--- config.mk ---
export PLATFORM = sky130hd
export DESIGN_NAME = mult_control
export DESIGN_NICKNAME = d
export VERILOG_FILES = /design/src/rtl/mult_pkg.sv /design/src/rtl/mult_control.sv
export SDC_FILE = /design/constraint.sdc
export NUM_CORES = 1
export LEC_CHECK = 0
export CORE_AREA = 5 5 42 44
export DETAILED_ROUTE_END_ITERATION = 12
export DIE_AREA = 0 0 47 49
export GPL_TIMING_DRIVEN = 0
export PLACE_DENSITY = 0.58
export SLEW_MARGIN = 10
export SYNTH_ARGS = -nofsm -noshare
export SYNTH_HDL_FRONTEND = slang
export SYNTH_SLANG_ARGS = --single-unit
--- constraint.sdc ---
create_clock -name clk -period 1.4 [get_ports clk]
set_clock_uncertainty 0.05 [all_clocks]
set_input_delay 0.42 -clock clk [delete_from_list [all_inputs] [get_ports clk]]
set_output_delay 0.42 -clock clk [all_outputs]
set_load 0.1 [all_outputs]
--- src/rtl/mult_pkg.sv ---
// Shared definitions for the 4-bit shift-and-add multiplier: controller states,
// step count and the default watchdog limit used by controller, Counter and datapath.
package mult_pkg;

   typedef enum logic [2:0] {
      S_IDLE   = 3'd0,
      S_LOAD   = 3'd1,
      S_SETTLE = 3'd2,
      S_ITER   = 3'd3,
      S_DONE   = 3'd4,
      S_ERR    = 3'd5
   } state_t;

   localparam int N_BITS      = 4;
   localparam int TIMEOUT_DEF = 15;
   localparam int TO_W_DEF    = 4;

endpackage

--- src/rtl/mult_control.sv ---
// Sequencer for the shift-and-add multiplier: drives Counter load and datapath
// add/shift strobes, offers a start/done/ack handshake and a watchdog error.
//
// state  | meaning
// IDLE   | waiting for start
// LOAD   | Counter cleared, operands loaded, accumulator cleared
// SETTLE | one dead cycle while the Counter's registered k catches up
// ITER   | one add/shift step per cycle until k, watchdog running
// DONE   | product valid, waiting for ack
// ERR    | watchdog expired before k, waiting for ack
module mult_control
   import mult_pkg::*;
#(
   parameter int TIMEOUT = TIMEOUT_DEF,
   parameter int TO_W    = TO_W_DEF
) (
   input  logic clk,
   input  logic rst_n,
   input  logic start,
   input  logic ack,
   input  logic k,
   input  logic q0,
   output logic load,
   output logic add,
   output logic shift,
   output logic busy,
   output logic done,
   output logic err
);

   localparam logic [TO_W-1:0] WD_LAST = TO_W'(TIMEOUT - 1);

   state_t          state;
   state_t          state_nxt;
   logic [TO_W-1:0] wd;
   logic [TO_W-1:0] wd_nxt;
   logic            wd_expired;

   assign wd_expired = (wd == WD_LAST);

   always_ff @(posedge clk or negedge rst_n) begin
      if (!rst_n) begin
         state <= S_IDLE;
         wd    <= '0;
      end else begin
         state <= state_nxt;
         wd    <= wd_nxt;
      end
   end

   // Strobes depend only on state (reset forces IDLE), so they drop asynchronously with rst_n.
   always_comb begin
      state_nxt = state;
      wd_nxt    = '0;
      load      = 1'b0;
      add       = 1'b0;
      shift     = 1'b0;
      busy      = 1'b0;
      done      = 1'b0;
      err       = 1'b0;
      unique case (state)
         S_IDLE: begin
            if (start) state_nxt = S_LOAD;
         end
         S_LOAD: begin
            load      = 1'b1;
            busy      = 1'b1;
            state_nxt = S_SETTLE;
         end
         S_SETTLE: begin
            busy      = 1'b1;
            state_nxt = S_ITER;
         end
         S_ITER: begin
            busy = 1'b1;
            if (k) begin
               state_nxt = S_DONE;
            end else begin
               shift  = 1'b1;
               add    = q0;
               wd_nxt = wd + 1'b1;
               // the step of the expiring cycle still fires
               if (wd_expired) begin
                  state_nxt = S_ERR;
                  wd_nxt    = '0;
               end
            end
         end
         S_DONE: begin
            done = 1'b1;
            if (ack) state_nxt = S_IDLE;
         end
         S_ERR: begin
            err = 1'b1;
            if (ack) state_nxt = S_IDLE;
         end
         default: begin
            state_nxt = S_IDLE;
         end
      endcase
   end

endmodule

[After elaboration in Yosys (flattened, before gate mapping)]
Cells that the tools add are included.
Widths: inputs -> output; s select.
Storage, ports and cells
  word-level logic and storage cells: 32
  flip-flop bits (word level): 7
  output and inout port bits: 6
Operators by class
  reductions and logical operators: 4
  equal/unequal tests: 9
  multiplexer cells: 16
  add/subtract/negate cells: 1
Operator list (number)
  $pmux 3 s5: 1
  $mux 3: 4
  $mux 4: 3
  $mux 1: 8
  $eq 3x2->1 const B: 2
  $eq 3x3->1 const B: 2
  $add 4x1->4 const B: 1
  $eq 4x4->1 const B: 1
  $eq 3x1->1 const B: 1
  $logic_not 3->1: 1
  $ne 3x3->1 const B: 1
  $reduce_and 3->1: 1
  $reduce_or 3->1: 1
  $ne 2x1->1 const B: 1
  $ne 2x2->1 const B: 1
  $reduce_or 2->1: 1

[Logic depth before layout (Yosys ltp)]
Gate-level depths: netlist of run 1.
  word-level depth: 4
  depth in mapped cells: 5
  mapped depth without buffers: 5

[Worst setup path before layout of run 1]
Ideal clock, no wire load.
  path type: register to output
  start: register state[0]
  end: output port load
  arrival time: 2.573 ns
  data required time: 0.930 ns
  path slack: -1.643 ns
  cell stages (with the launch flop): 4
  cell sequence: dfrtp_1 > clkbuf_2 > inv_1 > nor3_1
On the way
  word-level cells in the longest chain between the ends: 2
RTL lines
  start: declaration: RTL line mult_control.sv:33  | state_t state;
  start signal: assignment: RTL line mult_control.sv:46  | state <= state_nxt;
  $eq 3x1->1: RTL line mult_control.sv:61  | unique case (state)
  $mux 1: RTL line mult_control.sv:61
  end: declaration: RTL line mult_control.sv:23  | output logic load,
Every way passes these cells.

[Final worst setup path of run 1]
  start: register state[2]
  end: output port add
On the way
  word-level cells in the longest chain between the ends: 2
RTL lines
  $eq 3x2->1: RTL line mult_control.sv:61
  $mux 1: RTL line mult_control.sv:61
  end: declaration: RTL line mult_control.sv:24  | output logic add,
Every way passes these cells.

==> results of run 1 <==
[state kept, by name, summed over array words and instances (netlist names)]
name and cells:
wd 4, state 3
[final cells by class]
class	instances	area, sq um
buffer	1	15.0
clock buffer	4	26.3
fill	137	679
inverter	2	11.3
multi-input combinational	27	225
sequential	7	178
tap	16	20.0
timing repair buffer	19	246
[worst paths after layout]
check	from	cells after the start	to	slack (ps)
hold / removal	rst_n	1	wd[2]	380
max in group asynchronous	rst_n	1	state[2]	660
min in group clk	wd[0]	1	wd[0]	430
hold reg to reg	wd[0]	1	wd[0]	430
setup reg to reg	state[0]	4	state[0]	190
setup / recovery	state[2]	3	add	-380
[layout by cell type, fill, tap and decap left out, types with 2 or more instances in the layout]
| master | n |
|---|---|
| buf_12 | 7 |
| buf_4 | 6 |
| clkbuf_4 | 3 |
| clkdlybuf4s50_1 | 4 |
| dfrtp_1 | 5 |
| dfrtp_2 | 2 |
| ha_1 | 2 |
| nand3_1 | 2 |
| nor2_1 | 3 |
| nor2_2 | 3 |
| nor2_4 | 2 |
| xnor2_1 | 2 |
[per-stage QoR]
step / area [sq um] / instances
final: 722 / 76
after global routing: 722 / 76
after floorplan: 407 / 37
after global placement: 537 / 64
after CTS: 693 / 73
after detailed placement: 537 / 64
[power groups by stage]
| stage | registers, W | logic (W) | clock network, W |
|---|---|---|---|
| after global placement | 0.000334 | 0.000867 | 0 |
| after global routing | 0.000328 | 0.00135 | 0.000207 |
| after CTS | 0.000319 | 0.00120 | 0.000194 |
| final | 0.000320 | 0.00129 | 0.000183 |
| after detailed placement | 0.000333 | 0.000866 | 0 |
| after floorplan | 0.000320 | 0.000709 | 0 |
[logic make-up (layout without fill, tap and decap cells)]
group | after synthesis | count (layout) | share of synthesized area [%]
xor+xnor | 3 | 3 | 7.00
simple gates | 17 | 17 | 27.3
flops | 7 | 7 | 46.7
buf+inv | 3 | 26 | 3.33
compound gates | 5 | 5 | 9.00
fa+ha+maj | 2 | 2 | 6.67
[layer usage]
metal	vias to the layer above	track usage (%)	share of wire [%]
li1	176	-	-
met1	165	10.9	38
met2	11	14.9	51
met3	4	3.32	7.6
met4	0	6.91	3.0
met5	-	0	0
[what timing repair did]
item                       in CTS  in global routing
hold endpoints to repair        0                  0
gates cloned                    0                  0
resized for setup              61                  3
pin swaps                       2                  3
setup endpoints to repair       6                  6
setup buffers                   5                  3
[critical path: cells and delay by family, from the launching register on]
kind | cells | cell delay (ps)
buffers and inverters | 1 | 160
DFF | 1 | 430
and+or+nand+nor | 2 | 470
==> flow_metrics.tcl, run 1 <==
set metrics [dict create \
    status "finished, violations left" \
    violations "setup timing" \
    htreeDepth 1 \
    drv_cap 0 \
    start_kind "flip-flop" \
    post-route-util_pct 51.5 \
    ys_async_sr_fraction_pct 100 \
    totalPowerFinal_w 0.00180 \
    num_rows 14 \
    synth_most_common_cell "dfrtp_1" \
    grt_antenna_before_repair 0 \
    nets 69 \
    die_area_sq_um 2300 \
    power_leakage_nw 0.300 \
    synth.top_cell.area_share_pct 46.7 \
    path_clk_slew_ps 50 \
    drc 0 \
    dp_hpwl_um 557 \
    hold_path.class "primary input to asynchronous set/reset pin" \
    switching_share_pct 48.2 \
    power_frac_seq_pct 17.8 \
    cp_slowest_stage_delay_ps 430 \
    ys_seq_area_share_pct 46.7 \
    core-area_sq_um 1400 \
    cts.path.max_buffers 2 \
    diodes 0 \
    viasPerCell 4.68 \
    yosys_warnings 0 \
    numPortBuffers 11 \
    grt_start_max_net_pins 8 \
    cp.arrival_ps 1310 \
    netlist_top_cells_count "dfrtp_1 (7), nor2_1 (6)" \
    setup_viol 6 \
    start_util_pct 26.8 \
    synth_seq_cells 7 \
    synth_edf_count 0 \
    hold_viol_final 0 \
    first_iter_violations 3 \
    fin_ws_ps -382 \
    ios 12 \
    criticalPathCategory "flip-flop to output port" \
    cellPowerDensity_nw_per_um2 2490 \
    intPower_w 0.000930 \
    ys.flop_type "dfrtp_1" \
    hold_ws_ps 381 \
    synthCells 37 \
    grt_pass1_wl_um 1570 \
    first_pass_iters 2 \
    path_cells "and4bb_4, and2_4, buf_12" \
    wl_per_cell_um 11.7 \
    ir_drop_v 0.00128 \
    clock_latency_ps 250 \
    fin_crit_ps 1780 \
    fmax_mhz 561 \
    routed-via-count 356 \
    final_antenna_net_count 0 \
    p_clk_share_pct 10.2 \
    slew_headroom_pct 78.5 \
    grtUsageTotal_pct 9.82 \
    die_w_um 47 \
    grt_pass1_vias 364 \
    slew_violations 0 \
    fp.dieH_um 49 \
    netSwitchingPower_w 0.000865 \
    clock_sinks 7 \
    root_buffer "clkbuf_4" \
    netlist_top_cells_area "dfrtp_1 (47%), ha_1 (6.7%), nor2_1 (6.0%), xnor2_1 (4.7%), and4bb_4 (4.3%)" \
    cts_hold_buffers 0 \
    syn_area_sq_um 375 \
    finalCritPeriodShare_pct 127 \
    syn_area_per_cell_sq_um 10.1 \
    cts_tree "built" \
    area_growth_pct 92.3 \
    synth_top_area_cell "dfrtp_1" \
    rsz0062_at_grt "yes" \
    overflow 0 \
    synth_fp_nets 45 \
    comb_power_share_pct 72.0 \
    tightest_slew_ps 322 \
    fin_setup_tns_ps -1790 \
    required_ps 930 \
    wl_um 887 \
    critical-path-slowest-cell "dfrtp_2" \
    synth_cell_types 21 \
    gp_congestion 0.648 \
    worstPathMaxFanout 3 \
    dp_slack_ps -1590 \
    cts_buffers 3 \
    cp-end-kind "output port" \
    drive_gt1_share_pct 51.7 \
]
Power figures use the tool's default switching activity.
==> inputs of run 2 (changes only) <==
--- a/config.mk
+++ b/config.mk
@@ -6,9 +6,9 @@
 export NUM_CORES = 1
 export LEC_CHECK = 0
 export CORE_AREA = 5 5 42 44
+export CTS_CLUSTER_SIZE = 30
 export DETAILED_ROUTE_END_ITERATION = 12
 export DIE_AREA = 0 0 47 49
-export GPL_TIMING_DRIVEN = 0
 export PLACE_DENSITY = 0.58
 export SLEW_MARGIN = 10
 export SYNTH_ARGS = -nofsm -noshare
==> run 2 against run 1 <==
The run still ends with setup timing left. Die area unchanged. Largest cell class is now multi-input combinational cells. Sequential power decreased by 4%. Design area decreased by 2.3%. Sequential share of layout area increased by 0.39 points. Register-to-register slack improved by 80 ps. Core utilization decreased by 1.2 points. Global-route usage decreased by 0.81 points. Power decreased by 4.1%. Count of clock-buffer cells in the layout unchanged. Setup slack improved by 43 ps.
==> flow_metrics.tcl, run 2 (same netlist as run 1, synthesis figures left out) <==
set metrics [dict create \
    area_growth_pct 88.0 \
    multi_input_area_sq_um 238 \
    clock_latency_ps 240 \
    grtUsageTotal_pct 9.01 \
    slew_headroom_pct 78.6 \
    viasPerCell 4.50 \
    htreeDepth 1 \
    rsz0062_at_grt "yes" \
    fin_crit_ps 1740 \
    core-area_sq_um 1400 \
    required_ps 930 \
    power_leakage_nw 0.301 \
    start_kind "flip-flop" \
    rrSetupSlack_ps 270 \
    final_cell_mix "buf_4 (9), buf_12 (6), dfrtp_1 (6)" \
    final_common_cell "buf_4" \
    seqCellArea_sq_um 176 \
    cts_tree "built" \
    fp.dieH_um 49 \
    fmax_mhz 575 \
    cellPowerDensity_nw_per_um2 2440 \
    finalCritPeriodShare_pct 124 \
    drv_cap 0 \
    fin_setup_tns_ps -1560 \
    die_w_um 47 \
    clock_sinks 7 \
    status "finished, violations left" \
    top_regs "wd (4), state (3)" \
    grt_antenna_before_repair 0 \
    post-cts-setup-buffers 0 \
    cp_slowest_stage_delay_ps 400 \
    grt_pass1_vias 346 \
    cp_num_cells 3 \
    num_rows 14 \
    hold_path.class "primary input to asynchronous set/reset pin" \
    largest_register "wd" \
    grt_pass1_wl_um 1480 \
    wl_um 833 \
    root_buffer "clkbuf_4" \
    ios 12 \
    diodes 0 \
    path_clk_slew_ps 50 \
    r2r_start "state[2]" \
    post-route-util_pct 50.4 \
    die_area_sq_um 2300 \
    nFillCells 143 \
    routed-via-count 342 \
    slew_violations 0 \
    startpoint "state[2]" \
    wl_per_cell_um 11.0 \
    violations "setup timing" \
    cp.arrival_ps 1270 \
    worstPathMaxFanout 3 \
    critical-path-slowest-cell "dfrtp_2" \
    dp_hpwl_um 664 \
    drc 0 \
    setup_viol 6 \
    overflow 0 \
    cp-end-kind "output port" \
    grt_start_max_net_pins 8 \
    start_util_pct 26.8 \
    drive_gt1_share_pct 50.0 \
    ir_drop_v 0.000887 \
    numPortBuffers 11 \
    gp_congestion 0.749 \
    cts_buffers 3 \
    cpLargestDelayFamily "simple AND/OR/NAND/NOR gates" \
    nets 69 \
    cts_hold_buffers 0 \
    criticalPathCategory "flip-flop to output port" \
    path_cells "and4bb_4, and2_4, buf_12" \
    critPathBufInv 1 \
    cts.path.max_buffers 2 \
    largest_reg_flops 4 \
    hold_ws_ps 386 \
    cp-endpoint "add" \
    rr_endpoint "state[0]" \
    fin_ws_ps -339 \
    first_iter_violations 4 \
    first_pass_iters 2 \
    worst_r2r_path_depth 4 \
    tightest_slew_ps 320 \
    final_antenna_net_count 0 \
    hold_viol_final 0 \
]
==> run 2: metal layers <==
metal,share of wire (%),up-vias,track usage [%],routed length [um]
met5,0,-,0,0
met1,38,158,9.21,320
met2,52,11,14.5,432
met3,9.5,0,5.90,79
met4,0,0,2.76,0
li1,-,173,-,-
==> run 2: worst register-to-register path, stage by stage (launching register included) <==
cell and delay [ps]:
dfrtp_2 350, buf_4 170, nand2b_4 90, buf_4 140, o32ai_1 230
==> run 2: what timing repair did <==
| item | CTS | global route |
|---|---|---|
| endpoints found under the hold margin | 0 | 0 |
| endpoints found under the setup margin | 6 | 6 |
| gates resized for setup | 6 | 1 |
| pin swaps | 2 | 3 |
==> run 2: stage by stage <==
step           instance area, sq um  setup WS [ps]  power [W]  cells
2_1_floorplan                   407           -483    0.00103     37
3_3_place_gp                    659           -582    0.00149     72
3_5_place_dp                    659           -580    0.00150     72
4_1_cts                         704           -387    0.00175     76
5_1_grt                         706           -399    0.00182     76
6_report                        706           -339    0.00172     76
==> run 2: area by class of cell <==
type                       count  share of cell area (%)
tap                           16                    2.84
inverter                       2                    1.06
timing repair buffer          20                    33.7
multi-input combinational     27                    33.7
clock buffer                   4                    3.72
sequential                     7                    25.0
==> run 2: report_power, final <==
part           switching [W]  internal, W
clock              0.0000683     0.000108
sequential         0.0000483     0.000257
combinational       0.000737     0.000503
==> run 2: worst min path at each step <==
stage	slack (ps)	cells after the start	end
6_report	390	1	wd[3]
5_1_grt	380	1	wd[0]
4_1_cts	380	1	wd[0]
3_5_place_dp	440	1	wd[0]
3_3_place_gp	430	1	wd[0]
2_1_floorplan	70	0	state[0]
